--- src/rtl/dpll_pkg.sv ---
// Shared definitions for the DPLL clock-recovery loop.
// Holds the lock-sequencer state encoding, the NCO scaling factor, and the
// default loop gains. The gains are also used by the DPLL core.
package dpll_pkg;

    typedef enum logic [2:0] {
        ST_IDLE    = 3'd0,
        ST_MEASURE = 3'd1,
        ST_LOAD    = 3'd2,
        ST_ACQUIRE = 3'd3,
        ST_TRACK   = 3'd4
    } seq_state_e;

    localparam int unsigned CLK_FREQ = 2000000;
    localparam logic [31:0] INC_MULT = 32'd2147;

    localparam logic [7:0] KP_ACQ = 8'h20;
    localparam logic [7:0] KI_ACQ = 8'h08;
    localparam logic [7:0] KP_TRK = 8'h10;
    localparam logic [7:0] KI_TRK = 8'h05;

    // |a - b| for two unsigned 32-bit frequencies.
    // The difference is formed as a 33-bit signed value, so it cannot wrap.
    function automatic logic [32:0] abs_diff(input logic [31:0] a, input logic [31:0] b);
        logic signed [32:0] d;
        d = $signed({1'b0, a}) - $signed({1'b0, b});
        return (d < 0) ? -d : d;
    endfunction

endpackage

--- src/rtl/dpll_lock_sequencer_qual.sv ---
// dpll_qual_counter: run-length counter.
// The counter counts consecutive cycles in which `level` is high.
// `hit` is asserted during the cycle that completes a run of `threshold`
// cycles. Any low cycle restarts the run, and so does `clr`.
// Ports:
//   clk_2m, rst - clock and asynchronous active-high reset
//   level       - condition being qualified
//   clr         - synchronous clear; also masks `hit`
//   threshold   - required run length in cycles (must be >= 1)
//   hit         - combinational strobe on the completing cycle
module dpll_qual_counter #(
    parameter int unsigned W = 16
) (
    input  logic         clk_2m,
    input  logic         rst,
    input  logic         level,
    input  logic         clr,
    input  logic [W-1:0] threshold,
    output logic         hit
);

    localparam logic [W-1:0] ONE = W'(1);

    logic [W-1:0] cnt_q;
    logic [W-1:0] cnt_d;
    logic         at_last;

    assign at_last = (cnt_q == threshold - ONE);
    assign hit     = level && !clr && at_last;

    // The counter saturates at threshold-1. If the owner is slow to react,
    // the count then holds instead of wrapping.
    always_comb begin
        cnt_d = cnt_q;
        if (clr || !level) begin
            cnt_d = '0;
        end else if (!at_last) begin
            cnt_d = cnt_q + ONE;
        end
    end

    always_ff @(posedge clk_2m or posedge rst) begin
        if (rst) begin
            cnt_q <= '0;
        end else begin
            cnt_q <= cnt_d;
        end
    end

endmodule

--- src/rtl/dpll_lock_sequencer.sv ---
// dpll_lock_sequencer: lock-acquisition controller for the DPLL loop.
//
// Operation:
//   - Qualifies two consecutive gate measurements of the input frequency.
//   - Loads the NCO base increment and pulses the integrator clear.
//   - Runs wide acquisition gains until lock is qualified, then narrow
//     tracking gains.
//   - Re-measures on loss of lock, frequency drift, or acquisition timeout.
//   - Counts relock events.
//
// Ports:
//   clk_2m, rst               - 2 MHz system clock, asynchronous active-high reset
//   enable                    - run request (level)
//   freq_value, freq_valid    - gate measurement in Hz and its one-cycle strobe
//   pll_locked                - raw lock flag from the DPLL core
//   init_inc                  - NCO base increment
//   loop_kp, loop_ki          - loop gains
//   loop_clear                - one-cycle integrator/phase clear
//   seq_state                 - current state encoding
//   seq_locked                - high while tracking
//   relock_cnt                - saturating relock count
//   fault                     - last measurement was out of range
//
// state   | meaning
// --------+-----------------------------------------------------------
// IDLE    | disabled; reference measurement forgotten
// MEASURE | waiting for two consecutive in-range, in-tolerance gates
// LOAD    | one cycle: NCO increment and acquisition gains applied, loop cleared
// ACQUIRE | wide gains; waiting for a qualified lock or a timeout
// TRACK   | narrow gains; watching for loss of lock or drift
module dpll_lock_sequencer
    import dpll_pkg::*;
#(
    parameter int unsigned FREQ_MIN    = 10000,
    parameter int unsigned FREQ_MAX    = 100000,
    parameter int unsigned FREQ_TOL    = 50,
    parameter int unsigned LOCK_HOLD   = 2000,
    parameter int unsigned LOSS_HOLD   = 200,
    parameter int unsigned ACQ_TIMEOUT = 4000000
) (
    input  logic        clk_2m,
    input  logic        rst,
    input  logic        enable,
    input  logic [31:0] freq_value,
    input  logic        freq_valid,
    input  logic        pll_locked,
    output logic [31:0] init_inc,
    output logic [7:0]  loop_kp,
    output logic [7:0]  loop_ki,
    output logic        loop_clear,
    output logic [2:0]  seq_state,
    output logic        seq_locked,
    output logic [7:0]  relock_cnt,
    output logic        fault
);

    localparam int unsigned QW       = 16;
    localparam logic [QW-1:0] LOCK_THR = QW'(LOCK_HOLD);
    localparam logic [QW-1:0] LOSS_THR = QW'(LOSS_HOLD);
    localparam logic [31:0] FMIN     = 32'(FREQ_MIN);
    localparam logic [31:0] FMAX     = 32'(FREQ_MAX);
    localparam logic [32:0] TOL      = 33'(FREQ_TOL);
    localparam logic [31:0] TMO_LAST = 32'(ACQ_TIMEOUT - 1);

    // The NCO increment register is 32 bits wide.
    // The largest accepted frequency must not overflow it.
    if (64'(FREQ_MAX) * 64'(INC_MULT) > 64'hFFFF_FFFF) begin : g_inc_overflow
        $error("FREQ_MAX * INC_MULT does not fit the 32-bit NCO increment");
    end

    seq_state_e  state_q,      state_d;
    logic [31:0] freq_ref_q,   freq_ref_d;
    logic        have_ref_q,   have_ref_d;
    logic [31:0] tmo_q,        tmo_d;
    logic [31:0] init_inc_q,   init_inc_d;
    logic [7:0]  kp_q,         kp_d;
    logic [7:0]  ki_q,         ki_d;
    logic        loop_clear_q, loop_clear_d;
    logic        seq_locked_q, seq_locked_d;
    logic [7:0]  relock_q,     relock_d;
    logic        fault_q,      fault_d;

    logic        lock_hit;
    logic        loss_hit;
    logic        lock_clr;
    logic        loss_clr;
    logic        in_range;
    logic        drift;
    logic [32:0] diff_abs;

    assign lock_clr = (state_q != ST_ACQUIRE);
    assign loss_clr = (state_q != ST_TRACK);

    dpll_qual_counter #(.W(QW)) u_lock_qual (
        .clk_2m    (clk_2m),
        .rst       (rst),
        .level     (pll_locked),
        .clr       (lock_clr),
        .threshold (LOCK_THR),
        .hit       (lock_hit)
    );

    dpll_qual_counter #(.W(QW)) u_loss_qual (
        .clk_2m    (clk_2m),
        .rst       (rst),
        .level     (!pll_locked),
        .clr       (loss_clr),
        .threshold (LOSS_THR),
        .hit       (loss_hit)
    );

    assign diff_abs = abs_diff(freq_value, freq_ref_q);
    assign in_range = (freq_value >= FMIN) && (freq_value <= FMAX);
    assign drift    = (diff_abs > TOL);

    always_comb begin
        state_d    = state_q;
        freq_ref_d = freq_ref_q;
        have_ref_d = have_ref_q;
        tmo_d      = '0;
        init_inc_d = init_inc_q;
        kp_d       = kp_q;
        ki_d       = ki_q;
        relock_d   = relock_q;
        fault_d    = fault_q;

        case (state_q)
            ST_IDLE: begin
                have_ref_d = 1'b0;
                if (enable) begin
                    state_d = ST_MEASURE;
                end
            end
            ST_MEASURE: begin
                if (freq_valid) begin
                    if (!in_range) begin
                        fault_d    = 1'b1;
                        have_ref_d = 1'b0;
                    end else begin
                        fault_d    = 1'b0;
                        freq_ref_d = freq_value;
                        have_ref_d = 1'b1;
                        if (have_ref_q && !drift) begin
                            // freq_value becomes freq_ref on this edge.
                            // Scale it directly so the increment is valid
                            // in the LOAD cycle.
                            state_d    = ST_LOAD;
                            init_inc_d = freq_value * INC_MULT;
                            kp_d       = KP_ACQ;
                            ki_d       = KI_ACQ;
                        end
                    end
                end
            end
            ST_LOAD: begin
                state_d = ST_ACQUIRE;
            end
            ST_ACQUIRE: begin
                tmo_d = tmo_q + 32'd1;
                // A qualified lock takes priority over a simultaneous timeout.
                if (lock_hit) begin
                    state_d = ST_TRACK;
                    kp_d    = KP_TRK;
                    ki_d    = KI_TRK;
                end else if (tmo_q == TMO_LAST) begin
                    state_d    = ST_MEASURE;
                    have_ref_d = 1'b0;
                    if (relock_q != 8'hFF) begin
                        relock_d = relock_q + 8'd1;
                    end
                end
            end
            ST_TRACK: begin
                if (loss_hit || (freq_valid && drift)) begin
                    state_d    = ST_MEASURE;
                    have_ref_d = 1'b0;
                    if (relock_q != 8'hFF) begin
                        relock_d = relock_q + 8'd1;
                    end
                end
            end
            default: begin
                state_d = ST_IDLE;
            end
        endcase

        // Dropping enable overrides everything else decided this cycle.
        // Status, the reference and the increment are left as they were.
        if (!enable) begin
            state_d    = ST_IDLE;
            freq_ref_d = freq_ref_q;
            have_ref_d = 1'b0;
            tmo_d      = '0;
            init_inc_d = init_inc_q;
            kp_d       = KP_ACQ;
            ki_d       = KI_ACQ;
            relock_d   = relock_q;
            fault_d    = fault_q;
        end

        loop_clear_d = (state_d == ST_LOAD);
        seq_locked_d = (state_d == ST_TRACK);
    end

    always_ff @(posedge clk_2m or posedge rst) begin
        if (rst) begin
            state_q      <= ST_IDLE;
            freq_ref_q   <= '0;
            have_ref_q   <= 1'b0;
            tmo_q        <= '0;
            init_inc_q   <= '0;
            kp_q         <= KP_ACQ;
            ki_q         <= KI_ACQ;
            loop_clear_q <= 1'b0;
            seq_locked_q <= 1'b0;
            relock_q     <= '0;
            fault_q      <= 1'b0;
        end else begin
            state_q      <= state_d;
            freq_ref_q   <= freq_ref_d;
            have_ref_q   <= have_ref_d;
            tmo_q        <= tmo_d;
            init_inc_q   <= init_inc_d;
            kp_q         <= kp_d;
            ki_q         <= ki_d;
            loop_clear_q <= loop_clear_d;
            seq_locked_q <= seq_locked_d;
            relock_q     <= relock_d;
            fault_q      <= fault_d;
        end
    end

    assign seq_state  = state_q;
    assign init_inc   = init_inc_q;
    assign loop_kp    = kp_q;
    assign loop_ki    = ki_q;
    assign loop_clear = loop_clear_q;
    assign seq_locked = seq_locked_q;
    assign relock_cnt = relock_q;
    assign fault      = fault_q;

endmodule

--- config.mk ---
export PLATFORM = sky130hd
export DESIGN_NAME = dpll_lock_sequencer
export DESIGN_NICKNAME = d
export VERILOG_FILES = /design/src/rtl/dpll_pkg.sv /design/src/rtl/dpll_lock_sequencer_qual.sv /design/src/rtl/dpll_lock_sequencer.sv
export SDC_FILE = /design/constraint.sdc
export NUM_CORES = 1
export LEC_CHECK = 0
export BUFFER_PORTS_ARGS = -buffer_cell sky130_fd_sc_hd__buf_2
export CAP_MARGIN = 20
export CORE_MARGIN = 2
export CORE_UTILIZATION = 30
export CTS_BUF_LIST = sky130_fd_sc_hd__clkbuf_8 sky130_fd_sc_hd__clkbuf_16
export CTS_CLUSTER_SIZE = 25
export DETAILED_ROUTE_END_ITERATION = 8
export GPL_ROUTABILITY_DRIVEN = 1
export SYNTH_ARGS = -nofsm -noshare
export SYNTH_HDL_FRONTEND = slang
export SYNTH_SLANG_ARGS = --single-unit
export TNS_END_PERCENT = 50
--- constraint.sdc ---
create_clock -name clk_2m -period 5.83 [get_ports clk_2m]
set_input_delay 0 -clock clk_2m [delete_from_list [all_inputs] [get_ports clk_2m]]
set_output_delay 0 -clock clk_2m [all_outputs]
set_load 0.01 [all_outputs]
==> results of run 1 <==
==> area by class of cell <==
cell class | instances | area [sq um]
Timing Repair Buffer | 130 | 855.8
Multi-Input combinational cell | 1232 | 9708
Clock inverter | 15 | 157.7
Antenna cell | 2 | 5.005
Sequential cell | 145 | 3630
Inverter | 187 | 706.9
Tap cell | 615 | 769.5
Fill cell | 4866 | 31190
Clock buffer | 17 | 425.4
==> synthesized netlist by cell type, types with 17 or more instances <==
cell,instances,area (sq um)
nand3_1,66,330.3
nor2_1,128,480.5
a21o_1,27,202.7
o21ai_0,94,470.5
xnor2_1,57,499.2
nor3_1,27,135.1
ha_1,175,2190
clkbuf_1,33,123.9
and3_1,33,206.5
nand2_1,122,457.9
inv_1,186,698.2
xor2_1,61,534.3
nand4_1,33,206.5
mux2_2,20,225.2
fa_1,70,1401
a21oi_1,80,400.4
dfrtp_1,144,3603
buf_4,17,127.6
==> kinds of logic (layout without fill, tap and decap cells) <==
family          count (synthesis)  after routing  share of synthesized area, %
simple gates                  509            509                         18.20
compound gates                316            316                         14.40
mux                            33             33                         2.554
xor+xnor                      118            118                         7.224
buf+inv                       246            349                         7.128
flops                         145            145                         25.37
fa+ha+maj                     245            245                         25.10
other cells                     1             13                       0.02621
==> sequential cells by signal, summed over array words and instances (netlist names) <==
register / flops
fault: 1
freq_ref_q: 32
have_ref_q: 1
init_inc: 32
loop_clear: 1
loop_kp: 2
relock_cnt: 8
seq_locked: 1
seq_state: 3
tmo_q: 32
u_lock_qual.cnt_q: 16
u_loss_qual.cnt_q: 16
==> power breakdown <==
group / internal (mW) / total (mW) / switching, mW
Sequential: 1.01 / 1.01 / 0.000903
Clock: 0.636 / 1.13 / 0.492
Combinational: 0.794 / 1.80 / 1.01
==> timing repair <==
action                     4_1_cts  5_1_grt
setup endpoints to repair        0       22
hold endpoints to repair       118        0
hold buffers                    34        0
resized for setup                0        3
==> final timing paths <==
kind | start | end | slack [ps] | depth (start not counted)
max in group asynchronous | rst | u_lock_qual.cnt_q[6]$_DFFE_PP0P_ | 4230 | 4
worst max-delay path | freq_value[6] | init_inc[31]$_DFFE_PP0P_ | 350 | 24
min in group asynchronous | rst | tmo_q[18]$_DFF_PP0_ | 260 | 3
worst max register to register | freq_ref_q[1]$_DFFE_PP0P_ | init_inc[18]$_DFFE_PP0P_ | 420 | 16
worst min-delay path | freq_valid | fault$_DFFE_PP0P_ | 150 | 5
worst min register to register | loop_kp[5]$_DFFE_PP1P_ | loop_kp[5]$_DFFE_PP1P_ | 470 | 2
==> worst register-to-register path, stage by stage (launching register included) <==
cell	delay, ps
dfrtp_1	390
inv_1	80
ha_1	210
nor2b_1	140
o31a_1	260
o41a_1	500
nor4b_4	390
nor3_1	170
or3_4	410
a2111oi_4	520
nand4_1	230
o211ai_1	210
o311ai_0	140
a21oi_1	610
and4_2	380
buf_12	220
mux2_2	430
==> metal layers <==
layer,global-route usage [%],wire [um]
met5,0,0
met4,4.113,591
met3,2.936,1315
met2,24.23,16620
met1,19.58,16370
==> summary.txt, run 1 <==
Status
  – Status: complete, no violations

STA
  – Slew Viols, Final: 0
  – Worst slew pin tran: 985.6 ps
  – Setup-failing EPs final: 0
  – Minimum clock period: 5478 ps
  – Hold Slack: 154.0 ps
  – Sum of negative setup slack: 0 ps
  – Final Cycle Share: 93.97%
  – Slew margin rel.: 33.82%
  – Highest clock rate: around 180 MHz
  – PnR worst setup slack: 351.7 ps
  – Clock skew: 9.052 ps
  – Final hold violation count: 0
  – RSZ-0062 raised after global routing: false

Worst setup path
  – Worst Setup Start Kind: input pin
  – Critical-path cell list: dlygate4sd3_1 > buf_2 > inv_1 > ha_1 > ha_1 > fa_1 > inv_1 > fa_1 > inv_1 > ha_1 > inv_1 > o21bai_1 > a211oi_1 > o21ai_1 > a31oi_2 > a21oi_1 > nand4_1 > nand3_1 > or4b_2 > a31o_2 > a21oi_1 > nand2b_1 > and3_1 > o32ai_2
  – CP delay by family, top: adder cells
  – Critical Path Max Stage Delay: roughly 650 ps
  – WS Path Type: in -> reg
  – Crit-path slowest cell: or4b_2
  – CP Buf/Inv Count: 6
  – Req. time, crit path: just over 6000 ps
  – CP dominant cell by count: inv_1
  – CP Capture Type: flop
  – Crit-path max FO: 8
  – Worst EP arrival: between 5000 and 6000 ps

Global route
  – Pin count of the biggest net entering global routing: 81
  – Vias in the first global route: 11680
  – Grt total ovfl: 0
  – First-pass GRT wire length: 59750 um
  – Total GRT Usage: ~15%
  – Initial antenna violation count: 2

Synthesis
  – Yosys warnings: 0
  – Synth Instances: 1613
  – EDFF count, synth: 0
  – Async SR Flop Fraction: 100.0%
  – Post-synth cell types: a little over 90
  – Sequential-to-total area share from yosys stat: 25.37%
  – Top_reg_cell synth: dfrtp_1
  – Avg Inst Size Synth: between 8 and 9 sq um
  – Cell area after synthesis: 14310 sq um
  – Yosys reg bits: roughly 150

Final layout
  – Final core utilization: between 30% and 40%
  – Post-route cell area: 16260 sq um
  – Non-Filler Instances: ~2300
  – Most common cell after layout, fill and taps aside: inv_1
  – Share of cells above drive strength 1: 10.78%
  – P&R area growth vs syn: 13.64%
  – # nets final: 1995
  – Most frequent cells in the layout: inv_1 (187), ha_1 (175), dfrtp_1 (144)

Die
  – I/O pin count: 99
  – Die width: 222.4 um
  – Core outline area: 47450 sq um
  – Starting Density: a little under a third
  – Placement row count: 80
  – Chip height: ~220 um
  – Die area: 49450 sq um

Routing
  – DRT Pass-1 Iters: 5
  – Via count: between 10000 and 15000
  – ANT nets after route: 0
  – Wire per inst: 14.89 um
  – Starting DRT DRC Count: about 620
  – WL final: 34900 um
  – Vias per std cell: 4.968
  – Detailed-route DRC error count: 0

Run
  – Max_cap viols: 0

Clock tree
  – # clock sinks: roughly 150
  – Htree depth: 4
  – TritonCTS Buffers: 17
  – CTS tree: yes
  – CTS root buf: clkbuf_16
  – Postcts setup bufs: 0
  – Clock latency on the worst-skew pair: between 400 and 500 ps
  – Clk buf depth: 2
  – Clk pin slew, worst setup/hold paths: roughly 70 ps

Placement
  – Gp weighted congestion: 0.8643
  – Placed insts: 2275
  – Post-DP Area: ~15000 sq um
  – Post-DP HPWL: roughly 27000 um
  – Dpl ws: 361.8 ps
  – I/O Buffers: 87

Power
  – Final Power: just under 4 mW
  – Max IR drop VDD: 185.8 uV
  – Leakage: 7.936 nW
  – Power Density: 242.2 nW/um^2

Min path
  – Min-delay worst type: in -> reg
Power figures use the tool's default switching activity.
==> run 2, diff against run 1 <==
Settings changed: CTS_BUF_LIST sky130_fd_sc_hd__clkbuf_8 sky130_fd_sc_hd__clkbuf_16 to unset.
==> summary.txt, run 2 (synthesis results as in run 1) <==
Routing
  – Detailed-route DRC error count: 0 (unchanged)
  – Via count: 11640 (-0.017%)
  – Vias per std cell: 4.968 (about the same)
  – Starting DRT DRC Count: 620 (+0.16%)
  – Wire per inst: 14.90 um (about the same)
  – ANT nets after route: 0 (unchanged)
  – WL final: 34900 um (about the same)
  – DRT Pass-1 Iters: 5 (unchanged)

Placement
  – Placed insts: 2275 (unchanged)
  – Dpl ws: 361.8 ps (unchanged)
  – I/O Buffers: 87 (unchanged)
  – Gp weighted congestion: 0.8643 (unchanged)
  – Post-DP HPWL: 27220 um (unchanged)

Worst setup path
  – CP Capture Type: flop
  – RR Startpoint: freq_ref_q[1]$_DFFE_PP0P_
  – Crit-path max FO: 8 (unchanged)
  – Req. time, crit path: 6150 ps (about the same)
  – CP startpoint: freq_value[6]
  – Worst EP arrival: 5800 ps (about the same)
  – WS Path Type: in -> reg
  – Worst Setup Start Kind: input pin

Die
  – Die area: 49450 sq um (unchanged)
  – Starting Density: 30.15% (unchanged)
  – Core outline area: 47450 sq um (unchanged)
  – I/O pin count: 99 (unchanged)
  – Die width: 222.4 um (unchanged)
  – Chip height: 222.4 um (unchanged)
  – Placement row count: 80 (unchanged)

STA
  – Clock skew: 8.474 ps (-0.5777 ps)
  – Highest clock rate: 182.5 MHz (about the same)
  – Final Cycle Share: 93.97% (about the same)
  – Sum of negative setup slack: 0 ps (unchanged)
  – Setup-failing EPs final: 0 (unchanged)
  – Minimum clock period: 5478 ps (+0.1710 ps)
  – PnR worst setup slack: 351.6 ps (-0.1710 ps)
  – Hold Slack: 165.1 ps (+11.07 ps)
  – Worst slew pin tran: 985.6 ps (-0.0002980 ps)
  – Final hold violation count: 0 (unchanged)
  – Slew margin rel.: 33.82% (unchanged)
  – Slew Viols, Final: 0 (unchanged)
  – RSZ-0062 raised after global routing: false

Status
  – Status: complete, no violations

Clock tree
  – Clk pin slew, worst setup/hold paths: 70 ps (about the same)
  – Clock latency on the worst-skew pair: 450 ps (about the same)
  – TritonCTS Buffers: 17 (unchanged)
  – Postcts setup bufs: 0 (unchanged)
  – CTS tree: yes
  – CTS root buf: clkbuf_16
  – Clk buf depth: 2 (unchanged)
  – Htree depth: 4 (unchanged)
  – # clock sinks: 145 (unchanged)

Final layout
  – Share of cells above drive strength 1: 10.78% (unchanged)
  – P&R area growth vs syn: 13.64% (unchanged)
  – Non-Filler Instances: 2343 (unchanged)
  – Most common cell after layout, fill and taps aside: inv_1
  – Filler cell count: 4866 (unchanged)
  – Most frequent cells in the layout: inv_1 (185), ha_1 (175), dfrtp_1 (144)
  – # nets final: 1995 (unchanged)

Power
  – Final Power: 3.942 mW (about the same)
  – Sw power: 1.502 mW (about the same)
  – Leakage: 7.927 nW (-0.10%)
  – Max IR drop VDD: 187.3 uV (+0.79%)
  – Sw frac: 38.11% (about the same)
  – Flop pwr share: 25.6% (about the same)
  – Combinational fraction of design power: 45.7% (about the same)
  – Clock network fraction of total power: 28.7% (about the same)
  – Power Density: 242.4 nW/um^2 (about the same)
  – P_int: 2.439 mW (+0.15%)

Global route
  – Grt total ovfl: 0 (unchanged)
  – Pin count of the biggest net entering global routing: 81 (unchanged)
  – Total GRT Usage: 14.71% (unchanged)
  – Vias in the first global route: 11680 (unchanged)
  – First-pass GRT wire length: 59750 um (unchanged)
  – Initial antenna violation count: 2 (unchanged)

Min path
  – Min-delay worst type: in -> reg
  – Worst Hold Launch: freq_valid

Run
  – Max_cap viols: 0 (unchanged)
run 2: cell types whose count changed in the layout (fill, tap and decap cells not counted), sizes merged:
cell | previous run | this run
inv | 195 | 193
clkbuf | 17 | 19
run 2: per-stage QoR:
stage               utilization, %  area [sq um]
finish                       34.27         16260
CTS                          34.23         16240
detailed placement           32.29         15320
floorplan                        -         14340
global route                 34.26         16260
global placement             32.29         15320
run 2: power groups by stage:
stage	clock (mW)	combinational (mW)	sequential, mW
after global placement	0	1.76	1.03
final	1.13	1.80	1.01
after global routing	1.22	2.06	1.01
after floorplan	0	1.41	1.03
after detailed placement	0	1.77	1.03
after CTS	1.17	1.81	1.01
run 2: area by class of cell:
cell class / count / area (sq um) / area share [%]
antenna: 2 / 5.005 / 0.03078
clock buffer: 19 / 432.9 / 2.663
clock inverter: 13 / 150.1 / 0.9235
inverter: 187 / 706.9 / 4.348
multi-input combinational: 1232 / 9708 / 59.71
sequential: 145 / 3630 / 22.33
tap: 615 / 769.5 / 4.733
timing repair buffer: 130 / 855.8 / 5.264
run 2: repair_timing:
item,in CTS,in global routing
gates resized for setup,0,3
hold endpoints to repair,118,0
setup endpoints to repair,0,22
hold buffers,34,0
run 2: worst max-delay path, stage by stage:
cell           delay, ps
dlygate4sd3_1        540
buf_2                220
inv_1                100
ha_1                 310
ha_1                 310
fa_1                 490
inv_1                 50
fa_1                 530
inv_1                 40
ha_1                 320
inv_1                 60
o21bai_1              80
a211oi_1             340
o21ai_1              190
a31oi_2              220
a21oi_1              130
nand4_1              110
nand3_1              120
or4b_2               650
a31o_2               260
a21oi_1              200
nand2b_1             220
and3_1               200
o32ai_2               90
run 2: path summary, 6_finish.rpt:
path / end / slack, ps / cells past startpoint
hold reg to reg: loop_kp[5]$_DFFE_PP1P_ / 470 / 2
max in group asynchronous: u_lock_qual.cnt_q[6]$_DFFE_PP0P_ / 4240 / 4
min in group asynchronous: tmo_q[18]$_DFF_PP0_ / 260 / 3
setup reg to reg: init_inc[18]$_DFFE_PP0P_ / 420 / 16
setup / recovery: init_inc[31]$_DFFE_PP0P_ / 350 / 24
hold / removal: fault$_DFFE_PP0P_ / 170 / 5
run 2: routing by layer:
metal | global-route usage [%] | vias up | share of wire (%)
met5 | 0 | - | 0
met4 | 4.113 | 0 | 1.7
met3 | 2.936 | 42 | 3.8
met2 | 24.23 | 204 | 48
met1 | 19.58 | 5643 | 47
li1 | - | 5750 | -
==> run 3, diff against run 2 <==
Clock period 5.83 ns to 5.1 ns, I/O delays scaled along.
==> summary.txt, run 3 (synthesis results as in run 1) <==
Placement
  – I/O Buffers: 87 (unchanged)
  – Post-DP HPWL: 28560 um (+4.9%)
  – Placed insts: 2361 (+3.8%)
  – Dpl ws: -248.2 ps (-610.0 ps)
  – Gp weighted congestion: 0.8730 (+1.0%)

Routing
  – Wire per inst: 15.51 um (+4.1%)
  – Detailed-route DRC error count: 0 (unchanged)
  – WL final: 38050 um (+9.0%)
  – Starting DRT DRC Count: 655 (+5.6%)
  – Vias per std cell: 4.952 (-0.32%)
  – Via count: 12150 (+4.4%)
  – ANT nets after route: 0 (unchanged)
  – DRT Pass-1 Iters: 5 (unchanged)

STA
  – Highest clock rate: 204.3 MHz
  – Slew Viols, Final: 0 (unchanged)
  – Final hold violation count: 0 (unchanged)
  – Worst slew pin tran: 979.6 ps (-5.975 ps)
  – PnR worst setup slack: 205.0 ps (-146.6 ps)
  – Setup-failing EPs final: 0 (unchanged)
  – Slew margin rel.: 34.30% (+0.48 points)
  – Final Cycle Share: 95.98%
  – Clock skew: 10.86 ps (+2.388 ps)
  – Minimum clock period: 4895 ps

Final layout
  – Most frequent cells in the layout: inv_1 (184), ha_1 (173), dfrtp_1 (144)
  – Final core utilization: 36.96% (+2.7 points)
  – Non-Filler Instances: 2453 (+4.7%)
  – P&R area growth vs syn: 22.59%
  – Most common cell after layout, fill and taps aside: inv_1
  – Share of cells above drive strength 1: 18.82% (+8.0 points)
  – # diodes: 0 (-2)
  – # nets final: 2108 (+5.7%)

Die
  – I/O pin count: 99 (unchanged)
  – Die width: 222.4 um (unchanged)
  – Core outline area: 47450 sq um (unchanged)
  – Die area: 49450 sq um (unchanged)
  – Starting Density: 30.15% (unchanged)
  – Placement row count: 80 (unchanged)
  – Chip height: 222.4 um (unchanged)

Worst setup path
  – Req. time, crit path: 5450 ps (-700 ps)
  – Critical-path cell list: dlygate4sd3_1 > buf_2 > ha_1 > inv_1 > fa_1 > inv_1 > fa_1 > fa_1 > ha_1 > and3_1 > a31oi_2 > a21oi_2 > nand4_1 > nand3_1 > or4b_2 > a31o_2 > a21oi_2 > nand2b_4 > nor3_1 > o32ai_2
  – WS Path Type: in -> reg
  – CP startpoint: freq_value[3]
  – Crit-path slowest cell: or4b_2
  – CP dominant cell by count: fa_1
  – CP delay by family, top: adder cells
  – CP Buf/Inv Count: 4 (-2)
  – Worst EP arrival: 5250 ps (-550 ps)
  – CP Capture Type: flop
  – RR Startpoint: freq_ref_q[0]$_DFFE_PP0P_
  – Worst Setup Start Kind: input pin
  – Critical Path Max Stage Delay: 650 ps (about the same)
  – Crit-path max FO: 5 (-3)

Clock tree
  – Htree depth: 4 (unchanged)
  – CTS tree: yes
  – Clk pin slew, worst setup/hold paths: 70 ps (about the same)
  – Clk buf depth: 2 (unchanged)
  – CTS root buf: clkbuf_16
  – Clock latency on the worst-skew pair: 440 ps (about the same)
  – TritonCTS Buffers: 17 (unchanged)
  – # clock sinks: 145 (unchanged)

Min path
  – Worst Hold Launch: freq_value[20]
  – Min-delay worst type: in -> reg

Power
  – Power Density: 270.8 nW/um^2 (+12%)
  – Leakage: 8.599 nW (+8.5%)
  – Max IR drop VDD: 248.7 uV (+33%)

Global route
  – Total GRT Usage: 15.37% (+0.66 points)
  – Vias in the first global route: 12130 (+3.9%)
  – Pin count of the biggest net entering global routing: 97 (+20%)
  – Grt total ovfl: 0 (unchanged)
  – Initial antenna violation count: 3 (+1)
  – First-pass GRT wire length: 62150 um (+4.0%)

Status
  – Status: complete, no violations

Run
  – Max_cap viols: 0 (unchanged)
-- run 3: cell count changes in the layout (fill, tap and decap cells not counted), moves of 3 or more --
cell,previous run,this run
a21oi_1,80,77
a21oi_2,2,5
buf_4,8,116
clkbuf_16,17,21
dlygate4sd3_1,34,31
nor3_1,27,23
o21ai_0,93,89
xnor2_1,57,51
xnor2_2,0,6
xor2_1,61,56
xor2_2,0,3
-- run 3: final timing paths --
path | cells past startpoint | to | slack, ps
worst max register to register | 21 | init_inc[8]$_DFFE_PP0P_ | 220
worst max-delay path | 20 | init_inc[31]$_DFFE_PP0P_ | 210
min in group asynchronous | 3 | init_inc[26]$_DFFE_PP0P_ | 300
max in group asynchronous | 4 | u_lock_qual.cnt_q[10]$_DFFE_PP0P_ | 3650
worst min-delay path | 4 | freq_ref_q[20]$_DFFE_PP0P_ | 20
worst min register to register | 2 | loop_kp[5]$_DFFE_PP1P_ | 470
-- run 3: per-layer routing --
metal / vias up / part of all wire, % / track usage [%]
met2: 197 / 48 / 25.75
met4: 2 / 1.4 / 3.724
met1: 5940 / 47 / 20.57
met3: 32 / 3.7 / 2.684
met5: - / 0.018 / 0
li1: 5976 / - / -
-- run 3: final cells by class --
cell class	instances	area (sq um)
fillers	4841	29910
multi-input cells	1232	10030
flip-flops and latches	145	3630
repair buffers	243	1807
well taps	615	769.5
inverters	187	706.9
clock buffers	19	432.9
clock inverters	12	157.7
-- run 3: repair_timing --
item                                    CTS  global route
setup buffers                             4            20
gates resized for setup                  10            59
endpoints found under the hold margin   132             0
endpoints found under the setup margin   27            42
cloned                                    1             5
hold buffers                             31             0
pin swaps                                 5            15
-- run 3: where the power goes --
| group | switching [mW] | internal [mW] | leakage, nW | total, mW |
|---|---|---|---|---|
| sequential | 0.000928 | 1.15 | 1.83 | 1.15 |
| clock | 0.544 | 0.771 | 0.292 | 1.32 |
| combinational | 1.24 | 1.04 | 6.47 | 2.28 |
-- run 3: worst register-to-register path, delay by kind of cell, from the launching register on --
kind	cells	cell delay, ps
DFF	1	380
muxes	1	320
and+or+nand+nor	5	1130
adders and majority gates	2	530
xor gates and xnor gates	1	120
AOI/OAI and AO/OA	7	1400
buffers and inverters	5	890
-- run 3: stage by stage --
step                      instance area [sq um]  hold slack (ps)  setup TNS, ps  power (mW)
after floorplan                           14340            116.8              0       2.785
after global placement                    15960            267.1         -321.9       3.291
after detailed placement                  15960            276.8          -1562       3.317
after CTS                                 16960            7.477         -116.3       4.696
after global routing                      17540            26.36         -13.71       5.147
final                                     17540            21.59              0       4.749
